$ cat src/rtl/cpu_run_ctrl_pkg.sv
// ============================================================================
//  Module      : cpu_run_ctrl_pkg
//  Description : Shared codes for the CPU run controller: command opcodes,
//                halt-cause codes and the run-control FSM state type.
//  Revision    : 1.0 - initial release
// ============================================================================
`default_nettype none

package cpu_run_ctrl_pkg;

    // Command opcodes carried on cmd_op (6 and 7 are ignored)
    localparam logic [2:0] OP_HALT    = 3'd0;
    localparam logic [2:0] OP_RUN     = 3'd1;
    localparam logic [2:0] OP_STEP    = 3'd2;
    localparam logic [2:0] OP_SET_BP0 = 3'd3;
    localparam logic [2:0] OP_SET_BP1 = 3'd4;
    localparam logic [2:0] OP_CLR_BP  = 3'd5;

    // Reason the controller last entered HALT
    localparam logic [2:0] CAUSE_RESET = 3'd0;
    localparam logic [2:0] CAUSE_CMD   = 3'd1;
    localparam logic [2:0] CAUSE_BP    = 3'd2;
    localparam logic [2:0] CAUSE_STEP  = 3'd3;
    localparam logic [2:0] CAUSE_WDOG  = 3'd4;

    // Run-control FSM states
    typedef enum logic [1:0] {
        ST_HALT = 2'd0,
        ST_RUN  = 2'd1,
        ST_STEP = 2'd2
    } state_t;

endpackage

`default_nettype wire

$ cat src/rtl/cpu_run_ctrl_bp_cmp.sv
// ============================================================================
//  Module      : cpu_bp_cmp
//  Description : One breakpoint register with enable and a word-granular
//                address compare (pc[1:0] is don't-care).
//  Revision    : 1.0 - initial release
// ============================================================================
`default_nettype none

module cpu_bp_cmp
    import cpu_run_ctrl_pkg::*;
#(
    parameter int PC_W = 32
) (
    input  logic            clk,
    input  logic            rst_n,
    input  logic            set_en,
    input  logic            clr_en,
    input  logic [PC_W-1:0] set_addr,
    input  logic [PC_W-1:0] pc,
    output logic            match
);

    logic [PC_W-3:0] addr_q;
    logic [PC_W-3:0] addr_d;
    logic            en_q;
    logic            en_d;
    logic            unused_lsb;

    // Byte-offset bits never take part in the compare
    assign unused_lsb = ^{set_addr[1:0], pc[1:0]};

    // Load on SET, drop the enable on CLR, otherwise hold
    always_comb begin
        addr_d = addr_q;
        en_d   = en_q;
        if (set_en) begin
            addr_d = set_addr[PC_W-1:2];
            en_d   = 1'b1;
        end else if (clr_en) begin
            en_d   = 1'b0;
        end
    end

    // Breakpoint register, cleared asynchronously by reset
    always_ff @(posedge clk or negedge rst_n) begin
        if (!rst_n) begin
            addr_q <= '0;
            en_q   <= 1'b0;
        end else begin
            addr_q <= addr_d;
            en_q   <= en_d;
        end
    end

    assign match = en_q && (pc[PC_W-1:2] == addr_q);

endmodule

`default_nettype wire

$ cat src/rtl/cpu_run_ctrl.sv
// ============================================================================
//  Module      : cpu_run_ctrl
//  Description : Debug run controller for a CPU: HALT/RUN/STEP FSM, two
//                word-address breakpoints with skip-once on resume, and a
//                saturating retired-instruction counter.
//                Optional watchdog enabled by macro CPU_RUN_CTRL_WDOG_EN.
//  Revision    : 1.0 - initial release
// ============================================================================
`default_nettype none

module cpu_run_ctrl
    import cpu_run_ctrl_pkg::*;
#(
    parameter int PC_W       = 32,
    parameter int CNT_W      = 32,
    parameter int AUTO_RUN   = 1,
    parameter int WDOG_LIMIT = 1024
) (
    input  logic             clk,
    input  logic             rst_n,
    input  logic             cmd_valid,
    input  logic [2:0]       cmd_op,
    input  logic [PC_W-1:0]  cmd_data,
    output logic             cmd_ready,
    input  logic [PC_W-1:0]  pc,
    output logic             cpu_en,
    output logic             halted,
    output logic [2:0]       halt_cause,
    output logic [CNT_W-1:0] instr_cnt
);

    state_t           state_q, state_d;
    logic [2:0]       cause_q, cause_d;
    logic             skip_q, skip_d;   // first RUN cycle after HALT ignores breakpoints
    logic             auto_q, auto_d;   // pending auto-start after reset
    logic [CNT_W-1:0] cnt_q, cnt_d;

    logic             cmd_halt, cmd_run, cmd_step, cmd_clr;
    logic [1:0]       bp_set;
    logic [1:0]       bp_match;
    logic             bp_hit;
    logic             wd_hit;

    assign cmd_halt  = cmd_valid && (cmd_op == OP_HALT);
    assign cmd_run   = cmd_valid && (cmd_op == OP_RUN);
    assign cmd_step  = cmd_valid && (cmd_op == OP_STEP);
    assign cmd_clr   = cmd_valid && (cmd_op == OP_CLR_BP);
    assign bp_set[0] = cmd_valid && (cmd_op == OP_SET_BP0);
    assign bp_set[1] = cmd_valid && (cmd_op == OP_SET_BP1);

    generate
        for (genvar gi = 0; gi < 2; gi++) begin : g_bp
            cpu_bp_cmp #(
                .PC_W (PC_W)
            ) u_bp (
                .clk      (clk),
                .rst_n    (rst_n),
                .set_en   (bp_set[gi]),
                .clr_en   (cmd_clr),
                .set_addr (cmd_data),
                .pc       (pc),
                .match    (bp_match[gi])
            );
        end
    endgenerate

    assign bp_hit = (|bp_match) && !skip_q;

    // Retire enable: only in RUN (unless halted by command or breakpoint) or STEP
    always_comb begin
        cpu_en = 1'b0;
        case (state_q)
            ST_RUN:  cpu_en = !(cmd_halt || bp_hit);
            ST_STEP: cpu_en = 1'b1;
            default: cpu_en = 1'b0;
        endcase
    end

`ifdef CPU_RUN_CTRL_WDOG_EN
    localparam int WD_W = $clog2(WDOG_LIMIT + 1);

    logic [WD_W-1:0] wd_q, wd_d;

    assign wd_hit = (state_q == ST_RUN) && cpu_en &&
                    ((32'(wd_q) + 32'd1) >= 32'(WDOG_LIMIT));

    // Watchdog count: cleared on entry to RUN, bumped per retired RUN instruction
    always_comb begin
        wd_d = wd_q;
        if ((state_q != ST_RUN) && (state_d == ST_RUN)) begin
            wd_d = '0;
        end else if ((state_q == ST_RUN) && cpu_en) begin
            wd_d = wd_q + 1'b1;
        end
    end

    // Watchdog count register
    always_ff @(posedge clk or negedge rst_n) begin
        if (!rst_n) begin
            wd_q <= '0;
        end else begin
            wd_q <= wd_d;
        end
    end
`else
    logic unused_wdog;

    assign wd_hit      = 1'b0;
    assign unused_wdog = (WDOG_LIMIT != 0);
`endif

    // Next state and halt cause; halt priority is command > breakpoint > watchdog
    always_comb begin
        state_d = state_q;
        cause_d = cause_q;
        skip_d  = skip_q;
        auto_d  = 1'b0;
        case (state_q)
            ST_HALT: begin
                if (auto_q || cmd_run) begin
                    state_d = ST_RUN;
                    skip_d  = 1'b1;
                end else if (cmd_step) begin
                    state_d = ST_STEP;
                end
            end
            ST_STEP: begin
                state_d = ST_HALT;
                cause_d = CAUSE_STEP;
            end
            ST_RUN: begin
                skip_d = 1'b0;
                if (cmd_halt) begin
                    state_d = ST_HALT;
                    cause_d = CAUSE_CMD;
                end else if (bp_hit) begin
                    state_d = ST_HALT;
                    cause_d = CAUSE_BP;
                end else if (wd_hit) begin
                    state_d = ST_HALT;
                    cause_d = CAUSE_WDOG;
                end
            end
            default: state_d = ST_HALT;
        endcase
    end

    // Saturating retired-instruction count
    always_comb begin
        cnt_d = cnt_q;
        if (cpu_en && (cnt_q != '1)) begin
            cnt_d = cnt_q + 1'b1;
        end
    end

    // Control registers, all forced to their halted values by reset
    always_ff @(posedge clk or negedge rst_n) begin
        if (!rst_n) begin
            state_q <= ST_HALT;
            cause_q <= CAUSE_RESET;
            skip_q  <= 1'b0;
            auto_q  <= (AUTO_RUN != 0);
            cnt_q   <= '0;
        end else begin
            state_q <= state_d;
            cause_q <= cause_d;
            skip_q  <= skip_d;
            auto_q  <= auto_d;
            cnt_q   <= cnt_d;
        end
    end

    assign cmd_ready  = 1'b1;
    assign halted     = (state_q == ST_HALT);
    assign halt_cause = cause_q;
    assign instr_cnt  = cnt_q;

endmodule

`default_nettype wire

$ cat config.mk
export PLATFORM = sky130hd
export DESIGN_NAME = cpu_run_ctrl
export DESIGN_NICKNAME = d
export VERILOG_FILES = /design/src/rtl/cpu_run_ctrl_pkg.sv /design/src/rtl/cpu_run_ctrl_bp_cmp.sv /design/src/rtl/cpu_run_ctrl.sv
export SDC_FILE = /design/constraint.sdc
export NUM_CORES = 1
export LEC_CHECK = 0
export CAP_MARGIN = 20
export CORE_MARGIN = 8
export CORE_UTILIZATION = 30
export CTS_CLUSTER_SIZE = 25
export DETAILED_ROUTE_END_ITERATION = 7
export PLACE_DENSITY_LB_ADDON = 0.15
export SLEW_MARGIN = 25
export SYNTH_ARGS = -nofsm -noshare
export SYNTH_HDL_FRONTEND = slang
export SYNTH_SLANG_ARGS = --single-unit
$ cat constraint.sdc
create_clock -name clk -period 3.8 [get_ports clk]
set_input_delay 0.76 -clock clk [delete_from_list [all_inputs] [get_ports clk]]
set_output_delay 0.76 -clock clk [all_outputs]
set_load 0.03 [all_outputs]
==> results of run 1 <==
==> worst max path at each step <==
stage / startpoint / to / slack, ps / depth (start not counted)
6_report: pc[26] / cpu_en / 170 / 10
5_1_grt: pc[5] / cpu_en / 20 / 8
2_1_floorplan: cmd_op[0] / cpu_en / 1220 / 7
3_3_place_gp: pc[26] / cpu_en / -80 / 10
4_1_cts: pc[26] / cpu_en / 150 / 10
3_5_place_dp: pc[17] / cpu_en / -110 / 9
==> synthesized netlist by cell type (4+ instances only) <==
library cell,instances,area (µm²)
dfrtp_1,99,2480
xnor2_1,67,587
mux2_2,60,676
nand4_1,33,206
xor2_1,24,210
nand2_1,20,75.1
nand3_1,17,85.1
nor3_1,16,80.1
a21oi_1,8,40.0
nor2_1,8,30.0
nor4_1,8,50.1
inv_1,7,26.3
clkbuf_1,6,22.5
and3_1,4,25.0
ha_1,4,50.1
nor4b_2,4,60.1
==> placed cells by master, fill, tap and decap left out, types with 8 or more instances in the layout <==
master           count
dfrtp_1             99
clkdlybuf4s50_1     99
xnor2_1             65
mux2_2              60
nand4_1             33
buf_4               31
xor2_1              24
nand2_1             20
nand3_1             17
nor3_1              15
clkbuf_16            9
nor4_1               8
nor2_1               8
a21oi_1              8
==> state kept, by name, summed over array words and instances, names as in the netlist <==
signal	cells
g_bp.u_bp.en_q	2
state_q	2
g_bp.u_bp.addr_q	60
halt_cause	2
skip_q	1
auto_q	1
instr_cnt	32
==> cell families (layout without fill, tap and decap cells) <==
family | after synthesis | in the layout
adder cells (fa/ha/maj) | 4 | 4
AND/OR/NAND/NOR | 128 | 128
flip-flops | 100 | 100
multiplexers | 61 | 61
XOR/XNOR | 91 | 91
buffers and inverters | 20 | 154
other | 2 | 3
AO/OA/AOI/OAI | 21 | 21
==> worst register-to-register path: cells and delay by family (launching register included) <==
family / cells / cell delay [ps]
adders and majority gates: 1 / 190
muxes: 1 / 320
buffers and inverters: 1 / 290
and+or+nand+nor: 4 / 1190
DFF: 1 / 430
==> routing by layer <==
metal	global-route usage	up-vias	part of all wire
li1	-	1800	-
met4	0.0443	2	0.016
met5	0	-	0.00093
met1	0.186	1867	0.48
met2	0.203	104	0.45
met3	0.0334	21	0.050
==> power groups by stage <==
stage / Combinational [mW] / Sequential [mW] / Clock (mW)
floorplan: 0.666 / 1.57 / 0
global placement: 1.28 / 1.48 / 0
detailed placement: 1.30 / 1.49 / 0
CTS: 1.31 / 1.47 / 0.907
global route: 1.39 / 1.50 / 0.958
finish: 1.29 / 1.47 / 0.876
==> area by class of cell <==
type / instances / area (µm²)
repair buffers: 131 / 1230
fillers: 1599 / 9810
clock buffers: 9 / 225
multi-input cells: 308 / 2520
flip-flops and latches: 100 / 2500
well taps: 220 / 275
inverters: 7 / 26.3
clock inverters: 7 / 50.0
==> metrics by stage <==
stage	power (mW)	cell area [µm²]	hold slack, ps	std cells
finish	3.63	6840	412	782
global route	3.85	6840	454	782
CTS	3.68	6840	443	782
detailed placement	2.79	6550	483	766
global placement	2.76	6550	478	766
floorplan	2.24	5110	464	428
==> impl_results.md, run 1 <==
- Reg2Reg Depth: 7
- Worst slew pin tran: 619 ps
- Number of global-route vias before repair: roughly 4000
- Buf/Inv on CP: 5
- Layout cells sized above 1: 0.230
- Antenna Cells: 0
- GRT Util Overall: 0.135
- Final net count: 631
- RSZ-0062 raised after global routing: false
- Final ANT Viol Nets: 0
- First-pass GRT wire length: 22.6 mm
- Fin crit period: 3630 ps
- Drt via density: 4.85
- Clock Sinks: 100
- Clock skew: between 10 and 15 ps
- DRT iter0 DRCs: between 200 and 250
- Hold buffer count at CTS: 0
- Worst Slack Setup Final: 175 ps
- Core area: 16600 µm²
- First-pass DRT Iterations: 4
- Largest net degree at the start of global routing: 49
- Pre-CTS WS: -109 ps
- Max_cap viols: 0
- Crit-path max cell delay: 550 ps
- DRC: 0
- Worst-path clk slew: around 70 ps
- Crit-path leading delay family: buffers and inverters
- Clock Power Share: 0.241
- Final core occ: 0.411
- Routed WL: 14.0 mm
- Syn_area_per_cell: roughly 12 µm²
- Worst vdd ir: 0.210 mV
- Deepest clock path buffer count: 2
- Comb power frac: 0.354
- # IOs: approximately 110
- Flop2flop setup slack: ~1300 ps
- P per Cell Area: 531 nW/µm²
- Max_slew headroom: 0.587
- P_sw: 1.28 mW
- Grt ovf: 0
- CTS tree: yes
- Asr flop ratio synth: 1.00
- Post-CTS Setup Inserts: 0
- IO buf count: 101
- Initial antenna violation count: 1
- Final setup violation count: 0
- Worst Setup End Kind: output pin
- Number of warnings issued by yosys: 0
- # rows: 47
- Register area share after synthesis: 0.490
- Die width: approximately 150 µm
- Cell mode on critical path: buf_4
- Max FO, Critical Path: 2
- Top_reg_cell synth: dfrtp_1
- Critical path data required time: 3040 ps
- Cell area after synthesis: 5110 µm²
- Wire length per cell: 17.9 µm
- Cell internal pwr: 2.34 mW
- Pleak: 2.59 nW
- Die height: 146 µm
- DR vias: approximately 3800
- Post-synthesis sequential element count: 100
- Post-Syn Instances: between 400 and 500
- Compound-Gate Fraction of Synth Area: 0.0296
- Post-cts repair resize count: 3
- WS Path Type: in -> out
- Hold Vio Cnt, Final: 0
- Worst EP arrival: 2870 ps
- Max Fclk: approximately 0.28 GHz
- Post-synth EDFFs: 0
- H-tree depth: 3
- Slew Viols, Final: 0
- R2R Path Start: instr_cnt[0]
- Outcome: finished clean
- CTS Buf Count: 9
- Adder-Cell Fraction of Synth Area: 0.00980
- Final worst path period share: 0.954
- Largest family of logic cells by synthesized area: simple AND/OR/NAND/NOR gates
- Reg power frac: 0.404
- Critical Path Start Type: primary input
- Post-Synth XOR/XNOR Area: 0.156
- Final TNS setup: 0 ps
- Post-synthesis mux area share: 0.134
- Count of different cell masters after synthesis: 44
- Area of the die: 21500 µm²
- Simple-Gate Fraction of Synth Area: 0.158
- Fraction of power spent switching nets: 0.354
- Starting Density: 0.307
- GPL Wtd Cong: a little under 0.9
- Worst path cell trace: clkdlybuf4s50_1 > xnor2_1 > buf_4 > nand4_1 > nor4_1 > buf_4 > a221oi_2 > nor2_1 > inv_1 > dlygate4sd2_1
- Syn-to-layout area delta: 33.9%
- Post-DP HPWL: approximately 11 mm
- HP Class: in -> async
- Critical R2R Capture: instr_cnt[1]
- Crit path max-delay cell type: clkdlybuf4s50_1
- CTS Root Cell: clkbuf_16
- Clk_lat worst skew: 350 ps
(Power assumes the default switching activity.)
==> run 2, diff against run 1 <==
--- a/config.mk
+++ b/config.mk
@@ -8,6 +8,7 @@
 export CAP_MARGIN = 20
 export CORE_MARGIN = 8
 export CORE_UTILIZATION = 30
+export CTS_CLUSTER_DIAMETER = 40
 export CTS_CLUSTER_SIZE = 25
 export DETAILED_ROUTE_END_ITERATION = 7
 export PLACE_DENSITY_LB_ADDON = 0.15
==> results of run 2 <==
Final layout, timing and power as in run 1 (identical DEF).
